==> config.mk <==
export PLATFORM = sky130hd
export DESIGN_NAME = flag_context_ctrl_flat
export DESIGN_NICKNAME = d
export VERILOG_FILES = /design/src/rtl/flag_ctx_pkg.sv /design/src/rtl/flag_context_ctrl_if.sv /design/src/rtl/flag_ctx_stack.sv /design/src/rtl/flag_context_ctrl.sv /design/src/flat_wrapper.sv
export SDC_FILE = /design/constraint.sdc
export NUM_CORES = 1
export LEC_CHECK = 0
export ABC_AREA = 1
export CORE_ASPECT_RATIO = 0.75
export CORE_UTILIZATION = 30
export CTS_BUF_LIST = sky130_fd_sc_hd__clkbuf_2 sky130_fd_sc_hd__clkbuf_4 sky130_fd_sc_hd__clkbuf_8
export DETAILED_ROUTE_END_ITERATION = 10
export SLEW_MARGIN = 10
export SYNTH_ARGS = -nofsm -noshare
export SYNTH_HDL_FRONTEND = slang
export SYNTH_SLANG_ARGS = --single-unit
export TNS_END_PERCENT = 20
==> constraint.sdc <==
create_clock -name clk -period 5.1 [get_ports clk]
set_clock_uncertainty 0.15 [all_clocks]
set_input_delay 0.765 -clock clk [delete_from_list [all_inputs] [get_ports clk]]
set_output_delay 0.765 -clock clk [all_outputs]
set_load 0.02 [all_outputs]
==> src/rtl/flag_ctx_pkg.sv <==
// ============================================================================
// Module : flag_ctx_pkg
// Brief  : Shared flag bit indices, controller state encoding and condition
//          codes for the flag context controller.
// Rev    : 1.0  initial release
// ============================================================================
`default_nettype none

package flag_ctx_pkg;

    localparam int c_FLAG_Z = 3;
    localparam int c_FLAG_C = 2;
    localparam int c_FLAG_N = 1;
    localparam int c_FLAG_V = 0;

    typedef enum logic [1:0] {
        ST_IDLE   = 2'd0,
        ST_POP_RD = 2'd1,
        ST_POP_WR = 2'd2
    } state_t;

    localparam logic [3:0] c_CC_EQ = 4'd0;
    localparam logic [3:0] c_CC_NE = 4'd1;
    localparam logic [3:0] c_CC_CS = 4'd2;
    localparam logic [3:0] c_CC_CC = 4'd3;
    localparam logic [3:0] c_CC_MI = 4'd4;
    localparam logic [3:0] c_CC_PL = 4'd5;
    localparam logic [3:0] c_CC_VS = 4'd6;
    localparam logic [3:0] c_CC_VC = 4'd7;
    localparam logic [3:0] c_CC_GE = 4'd8;
    localparam logic [3:0] c_CC_LT = 4'd9;
    localparam logic [3:0] c_CC_GT = 4'd10;
    localparam logic [3:0] c_CC_LE = 4'd11;
    localparam logic [3:0] c_CC_AL = 4'd14;

    function automatic logic cond_eval(input logic [3:0] f, input logic [3:0] cc);
        logic z, c, n, v;
        z = f[c_FLAG_Z];
        c = f[c_FLAG_C];
        n = f[c_FLAG_N];
        v = f[c_FLAG_V];
        case (cc)
            c_CC_EQ: return z;
            c_CC_NE: return !z;
            c_CC_CS: return c;
            c_CC_CC: return !c;
            c_CC_MI: return n;
            c_CC_PL: return !n;
            c_CC_VS: return v;
            c_CC_VC: return !v;
            c_CC_GE: return (n == v);
            c_CC_LT: return (n != v);
            c_CC_GT: return !z && (n == v);
            c_CC_LE: return z || (n != v);
            c_CC_AL: return 1'b1;
            default: return 1'b0;
        endcase
    endfunction

endpackage

`default_nettype wire

==> src/rtl/flag_context_ctrl_if.sv <==
// ============================================================================
// Module : flag_context_ctrl_if
// Brief  : Bus bundle between the flag context controller and its neighbours.
//          Optional condition ports appear when FLAG_CTX_COND_EN is defined.
// Rev    : 1.0  initial release
// ============================================================================
`default_nettype none

interface flag_context_ctrl_if #(
    parameter int DEPTH = 4,
    parameter int PTR_W = $clog2(DEPTH) + 1
);
    logic             alu_valid;
    logic             alu_ready;
    logic [3:0]       alu_flags;
    logic             csr_wr;
    logic [3:0]       csr_flags;
    logic             push_req;
    logic             push_ack;
    logic             pop_req;
    logic             pop_done;
    logic [3:0]       cur_flags;
    logic             update_flags;
    logic [3:0]       flags_out;
    logic [PTR_W-1:0] depth;
    logic             stack_full;
    logic             stack_empty;
    logic             ovf_err;
    logic             unf_err;
    logic             err_clr;
`ifdef FLAG_CTX_COND_EN
    logic [3:0]       cond_code;
    logic             cond_true;

    modport master (
        output alu_valid, alu_flags, csr_wr, csr_flags, push_req, pop_req,
               cur_flags, err_clr, cond_code,
        input  alu_ready, push_ack, pop_done, update_flags, flags_out, depth,
               stack_full, stack_empty, ovf_err, unf_err, cond_true
    );
    modport slave (
        input  alu_valid, alu_flags, csr_wr, csr_flags, push_req, pop_req,
               cur_flags, err_clr, cond_code,
        output alu_ready, push_ack, pop_done, update_flags, flags_out, depth,
               stack_full, stack_empty, ovf_err, unf_err, cond_true
    );
`else
    modport master (
        output alu_valid, alu_flags, csr_wr, csr_flags, push_req, pop_req,
               cur_flags, err_clr,
        input  alu_ready, push_ack, pop_done, update_flags, flags_out, depth,
               stack_full, stack_empty, ovf_err, unf_err
    );
    modport slave (
        input  alu_valid, alu_flags, csr_wr, csr_flags, push_req, pop_req,
               cur_flags, err_clr,
        output alu_ready, push_ack, pop_done, update_flags, flags_out, depth,
               stack_full, stack_empty, ovf_err, unf_err
    );
`endif
endinterface

`default_nettype wire

==> src/rtl/flag_ctx_stack.sv <==
// ============================================================================
// Module : flag_ctx_stack
// Brief  : LIFO of saved flag words with occupancy counter and read register.
// Rev    : 1.0  initial release
// ============================================================================
`default_nettype none

module flag_ctx_stack #(
    parameter int DEPTH = 4,
    parameter int PTR_W = $clog2(DEPTH) + 1
) (
    input  wire logic             clk,
    input  wire logic             rst,
    input  wire logic             i_push,
    input  wire logic             i_pop,
    input  wire logic [3:0]       i_wr_data,
    output logic      [3:0]       o_rd_data,
    output logic      [PTR_W-1:0] o_depth,
    output logic                  o_full,
    output logic                  o_empty
);
    logic [3:0]       r_mem [DEPTH];
    logic [PTR_W-1:0] r_depth;
    logic [3:0]       r_rd_data;
    logic [3:0]       w_top;

    assign o_full    = (r_depth == PTR_W'(DEPTH));
    assign o_empty   = (r_depth == '0);
    assign o_depth   = r_depth;
    assign o_rd_data = r_rd_data;

    // Entry at depth-1 is the most recently saved word.
    always_comb begin
        w_top = '0;
        for (int i = 0; i < DEPTH; i++) begin
            if (r_depth == PTR_W'(i + 1)) w_top = r_mem[i];
        end
    end

    always_ff @(posedge clk) begin
        if (rst) begin
            r_depth   <= '0;
            r_rd_data <= '0;
            for (int i = 0; i < DEPTH; i++) r_mem[i] <= '0;
        end else if (i_push && !o_full) begin
            for (int i = 0; i < DEPTH; i++) begin
                if (r_depth == PTR_W'(i)) r_mem[i] <= i_wr_data;
            end
            r_depth <= r_depth + PTR_W'(1);
        end else if (i_pop && !o_empty) begin
            r_rd_data <= w_top;
            r_depth   <= r_depth - PTR_W'(1);
        end
    end

endmodule

`default_nettype wire

==> src/rtl/flag_context_ctrl.sv <==
// ============================================================================
// Module : flag_context_ctrl
// Brief  : Selects the status register update source (CSR, ALU, context
//          restore) and saves/restores flags around interrupts.
//          Define FLAG_CTX_COND_EN to add the registered condition evaluator.
// Rev    : 1.0  initial release
// ============================================================================
`default_nettype none

module flag_context_ctrl
    import flag_ctx_pkg::*;
#(
    parameter int DEPTH = 4,
    parameter int PTR_W = $clog2(DEPTH) + 1
) (
    input  wire logic       clk,
    input  wire logic       rst,
    flag_context_ctrl_if.slave bus
);
    state_t           r_state;
    state_t           w_next;
    logic             r_void;
    logic             r_ovf_err;
    logic             r_unf_err;
    logic             w_idle;
    logic             w_push_ack;
    logic             w_pop_accept;
    logic             w_full;
    logic             w_empty;
    logic [3:0]       w_rd_data;
    logic [PTR_W-1:0] w_depth;
    logic             w_update;
    logic [3:0]       w_flags;
    logic             w_alu_ready;
    logic             w_pop_done;

    assign w_idle       = (r_state == ST_IDLE);
    // A simultaneous pop wins; the interrupt sequencer retries the push.
    assign w_push_ack   = bus.push_req && w_idle && !bus.pop_req;
    assign w_pop_accept = bus.pop_req && w_idle;

    flag_ctx_stack #(.DEPTH(DEPTH), .PTR_W(PTR_W)) u_stack (
        .clk       (clk),
        .rst       (rst),
        .i_push    (w_push_ack),
        .i_pop     (w_pop_accept),
        .i_wr_data (bus.cur_flags),
        .o_rd_data (w_rd_data),
        .o_depth   (w_depth),
        .o_full    (w_full),
        .o_empty   (w_empty)
    );

    always_ff @(posedge clk) begin
        if (rst) begin
            r_state   <= ST_IDLE;
            r_void    <= 1'b0;
            r_ovf_err <= 1'b0;
            r_unf_err <= 1'b0;
        end else begin
            r_state   <= w_next;
            if (w_pop_accept) r_void <= w_empty;
            r_ovf_err <= (w_push_ack && w_full) || (r_ovf_err && !bus.err_clr);
            r_unf_err <= (w_pop_accept && w_empty) || (r_unf_err && !bus.err_clr);
        end
    end

    always_comb begin
        w_next      = r_state;
        w_update    = 1'b0;
        w_flags     = '0;
        w_alu_ready = 1'b0;
        w_pop_done  = 1'b0;
        case (r_state)
            ST_IDLE: begin
                if (bus.csr_wr) begin
                    w_update = 1'b1;
                    w_flags  = bus.csr_flags;
                end else begin
                    w_alu_ready = 1'b1;
                    if (bus.alu_valid) begin
                        w_update = 1'b1;
                        w_flags  = bus.alu_flags;
                    end
                end
                if (bus.pop_req) w_next = ST_POP_RD;
            end
            ST_POP_RD: w_next = ST_POP_WR;
            ST_POP_WR: begin
                w_pop_done = 1'b1;
                if (!r_void) begin
                    w_update = 1'b1;
                    w_flags  = w_rd_data;
                end
                w_next = ST_IDLE;
            end
            default: w_next = ST_IDLE;
        endcase
    end

    assign bus.alu_ready    = w_alu_ready;
    assign bus.push_ack     = w_push_ack;
    assign bus.pop_done     = w_pop_done;
    assign bus.update_flags = w_update;
    assign bus.flags_out    = w_flags;
    assign bus.depth        = w_depth;
    assign bus.stack_full   = w_full;
    assign bus.stack_empty  = w_empty;
    assign bus.ovf_err      = r_ovf_err;
    assign bus.unf_err      = r_unf_err;

`ifdef FLAG_CTX_COND_EN
    logic r_cond_true;

    always_ff @(posedge clk) begin
        if (rst) r_cond_true <= 1'b0;
        else     r_cond_true <= cond_eval(bus.cur_flags, bus.cond_code);
    end

    assign bus.cond_true = r_cond_true;
`endif

endmodule

`default_nettype wire
==> src/flat_wrapper.sv <==
// flat-port wrapper written by rule: the top's interface ports become plain ports
module flag_context_ctrl_flat import flag_ctx_pkg::*;
#(
    parameter int DEPTH = 4,
    parameter int PTR_W = $clog2(DEPTH) + 1
)
  (clk, rst, bus_alu_valid, bus_alu_flags, bus_csr_wr, bus_csr_flags, bus_push_req, bus_pop_req, bus_cur_flags, bus_err_clr, bus_alu_ready, bus_push_ack, bus_pop_done, bus_update_flags, bus_flags_out, bus_depth, bus_stack_full, bus_stack_empty, bus_ovf_err, bus_unf_err);
  flag_context_ctrl_if #(.DEPTH(DEPTH), .PTR_W(PTR_W)) bus_i ();
  input  wire logic clk;
  input  wire logic rst;
  input wire logic [$bits(bus_i.alu_valid)-1:0] bus_alu_valid;
  input wire logic [$bits(bus_i.alu_flags)-1:0] bus_alu_flags;
  input wire logic [$bits(bus_i.csr_wr)-1:0] bus_csr_wr;
  input wire logic [$bits(bus_i.csr_flags)-1:0] bus_csr_flags;
  input wire logic [$bits(bus_i.push_req)-1:0] bus_push_req;
  input wire logic [$bits(bus_i.pop_req)-1:0] bus_pop_req;
  input wire logic [$bits(bus_i.cur_flags)-1:0] bus_cur_flags;
  input wire logic [$bits(bus_i.err_clr)-1:0] bus_err_clr;
  output wire logic [$bits(bus_i.alu_ready)-1:0] bus_alu_ready;
  output wire logic [$bits(bus_i.push_ack)-1:0] bus_push_ack;
  output wire logic [$bits(bus_i.pop_done)-1:0] bus_pop_done;
  output wire logic [$bits(bus_i.update_flags)-1:0] bus_update_flags;
  output wire logic [$bits(bus_i.flags_out)-1:0] bus_flags_out;
  output wire logic [$bits(bus_i.depth)-1:0] bus_depth;
  output wire logic [$bits(bus_i.stack_full)-1:0] bus_stack_full;
  output wire logic [$bits(bus_i.stack_empty)-1:0] bus_stack_empty;
  output wire logic [$bits(bus_i.ovf_err)-1:0] bus_ovf_err;
  output wire logic [$bits(bus_i.unf_err)-1:0] bus_unf_err;
  assign bus_i.alu_valid = bus_alu_valid;
  assign bus_i.alu_flags = bus_alu_flags;
  assign bus_i.csr_wr = bus_csr_wr;
  assign bus_i.csr_flags = bus_csr_flags;
  assign bus_i.push_req = bus_push_req;
  assign bus_i.pop_req = bus_pop_req;
  assign bus_i.cur_flags = bus_cur_flags;
  assign bus_i.err_clr = bus_err_clr;
  assign bus_alu_ready = bus_i.alu_ready;
  assign bus_push_ack = bus_i.push_ack;
  assign bus_pop_done = bus_i.pop_done;
  assign bus_update_flags = bus_i.update_flags;
  assign bus_flags_out = bus_i.flags_out;
  assign bus_depth = bus_i.depth;
  assign bus_stack_full = bus_i.stack_full;
  assign bus_stack_empty = bus_i.stack_empty;
  assign bus_ovf_err = bus_i.ovf_err;
  assign bus_unf_err = bus_i.unf_err;
  flag_context_ctrl #(.DEPTH(DEPTH), .PTR_W(PTR_W)) u_core (.clk(clk), .rst(rst), .bus(bus_i));
endmodule
==> out/metrics.yaml <==
route:
  drc: 4
  drt_pass1_iterations: 8
  drt_iter0_markers: 46
  wl_per_cell_um: 11.2
  avgViaCountPerCell: 4.47
  vias: 1310
  ant_nets: 0
  wirelength_um: 3280
clock_tree:
  cts.hold.buffers_added: 0
  clkSinkCount: 28
  root_buffer: "clkbuf_8"
  clk_pin_slew_ns: 0.09
  cts_resized: 0
  cts_buffers: 3
  htreeDepth: 1
  tritoncts: "done"
  clock_latency_ns: 0.28
  clock_path_buffers: 2
  post_cts_buffers: 0
outcome:
  status: "finished, violations left"
  violations: "DRC"
pwr:
  p_leak_nw: 0.867
  p_switching_w: 0.000205
  pwr-share-comb_pct: 34.7
  power_w: 0.000614
  p_sw_share_pct: 33.5
  p_int_w: 0.000408
  p_clk_share_pct: 20.8
  pwr-share-seq_pct: 44.5
  max-vdd-ir-drop_uv: 144
  power_density_nw_per_um2: 312
timing:
  slew_headroom_pct: 56.7
  fmax_mhz: 305
  slew_violations: 0
  fin_crit_sh_pct: 64.3
  rsz0062_at_grt: "false"
  setup_viol: 0
  hold_viol: 0
  period_needed_ns: 3.28
  tightest_slew_ns: 0.643
  tns_ns: 0
logic_synthesis:
  ys_types: 25
  syn_inst: 199
  synth_seq_cells: 28
  ys_seq_area_share_pct: 46.8
  postSynthAreaPerCell_um2: 7.75
  syn-cell-area_um2: 1540
  ys_warn_count: 0
  syn_nets: 224
critical_path:
  cp_common_cell: "clkdlybuf4s50_1"
  crit_path_max_fanout: 7
  cpMaxStageDelayCell: "clkdlybuf4s50_1"
  critPathCaptureType: "primary output"
  slowest_delay_ns: 0.59
  crit_path_start_kind: "input port"
  critical_path.cell_chain: "clkdlybuf4s50_1 -> inv_1 -> nand3_1 -> a21oi_1 -> a31o_2 -> clkdlybuf4s50_1"
  cp_top_family: "buffers and inverters"
  crit_buf_inv: 3
  required_ns: 4.18
  cp.arrival_ns: 2.37
  criticalPathCategory: "in -> out"
die:
  fp.dieW_um: 84.8
  initial_core_util_pct: 31.3
  rows: 22
  dieArea_um2: 5430
  core_area_um2: 4930
  die_h_um: 64.1
  pin_count: 34
final_layout:
  stdcell_area_um2: 1970
  final_util_pct: 40.0
  fin_nets: 259
  layout_commonest_cell: "nand2_1"
  layout-drive-gt1-share_pct: 8.15
  syn2layout_area_growth_pct: 27.8
  fillers: 519
  final_cell_mix: "55 x nand2_1, 37 x nor2_1, 33 x clkdlybuf4s50_1"
  num_antenna_cells: 0
  multiInputGateArea_um2: 682
  seq_area_um2: 721
global_route:
  track_usage_pct: 12.8
  grt_pass1_vias: 1177
  gr-total-overflow: 0
  grt_max_degree: 16
  grt_pass1_wl_um: 5470
  antenna_found_initial: 0
placement:
  gp_congestion: 0.806
  port_buffers: 33
  dpl.hpwl_um: 2550
  post_dp_cell_area_um2: 1920
flow_run:
  cap_violations: 0
worst_hold_path:
  min_path_type: "reg -> reg"
-- logic make-up (layout without fill, tap and decap cells) --
family          Yosys count  after routing  synth area share (%)
buf+inv                  33             67                  9.01
simple gates            109            109                  29.0
compound gates           22             22                  9.82
fa+ha+maj                 6              6                  4.87
xor+xnor                  1              1                 0.568
flops                    28             28                  46.8
-- worst register-to-register path, cell delays in order, from the launching register on --
cell and delay, ns:
dfxtp_1 0.42, inv_1 0.11, ha_1 0.23, nand2_1 0.30, nand3_1 0.24, o21ai_0 0.52
-- synth_stat cells (all sizes together) --
library cell / n / share of area [%]
dfxtp: 12 / 16
buf: 3 / 1.7
nor3: 1 / 0.32
o21a: 1 / 0.49
a32o: 1 / 0.65
xnor2: 1 / 0.57
inv: 29 / 7.1
edfxtp: 16 / 31
o21ai: 5 / 1.9
nor2: 39 / 10
a31o: 4 / 2.3
nand4: 1 / 0.41
nand2: 57 / 14
ha: 6 / 4.9
a21oi: 11 / 4.5
nand3: 11 / 3.9
clkinv: 1 / 0.24
-- cell type report --
class	instances	area share, %
Clock buffer	4	2.48
Timing Repair Buffer	33	16.8
Tap cell	60	3.81
Multi-Input combinational cell	138	34.6
Sequential cell	28	36.6
Inverter	30	5.72
-- sequential cells by signal, summed over array words and instances, names as in the netlist --
signal and cells:
u_core.u_stack.o_depth 3, u_core.r_state 2, u_core.u_stack.o_rd_data 4, u_core.bus.unf_err 1, u_core.r_void 1, u_core.bus.ovf_err 1
u_core.u_stack.r_mem 16
-- power groups by stage --
| stage | clock [W] | combinational (W) | sequential (W) |
|---|---|---|---|
| floorplan | 0 | 0.000136 | 0.000285 |
| global placement | 0 | 0.000214 | 0.000278 |
| detailed placement | 0 | 0.000213 | 0.000279 |
| CTS | 0.000134 | 0.000214 | 0.000274 |
| global route | 0.000142 | 0.000238 | 0.000276 |
| finish | 0.000128 | 0.000213 | 0.000273 |
-- per-stage QoR --
| step | setup WS [ns] | cells | hold WS, ns |
|---|---|---|---|
| after CTS | 1.80 | 293 | 0.325 |
| after detailed placement | 1.80 | 289 | 0.312 |
| after global placement | 1.80 | 289 | 0.302 |
| final | 1.82 | 293 | 0.320 |
| after floorplan | 2.97 | 199 | 0.306 |
| after global routing | 1.70 | 293 | 0.348 |
-- layer usage --
| layer | wire length [um] | share of wire (%) | global-route usage (%) |
|---|---|---|---|
| met2 | 1360 | 41 | 19.9 |
| met3 | 190 | 5.8 | 3.75 |
| met4 | 28 | 0.85 | 2.54 |
| met5 | 0 | 0 | 0 |
| met1 | 1700 | 52 | 17.6 |
-- final timing paths --
kind	from	endpoint	slack (ns)	cells past startpoint
hold / removal	u_core.bus.ovf_err$_SDFF_PP0_	u_core.bus.ovf_err$_SDFF_PP0_	0.32	2
setup reg to reg	u_core.u_stack.o_depth[0]$_SDFFE_PP0P_	u_core.u_stack.r_mem[3][2]$_SDFFCE_PN0P_	2.78	5
hold reg to reg	u_core.bus.ovf_err$_SDFF_PP0_	u_core.bus.ovf_err$_SDFF_PP0_	0.32	2
setup / recovery	bus_csr_wr	bus_flags_out[3]	1.82	6
No activity file was read; power rests on OpenSTA's default activity.
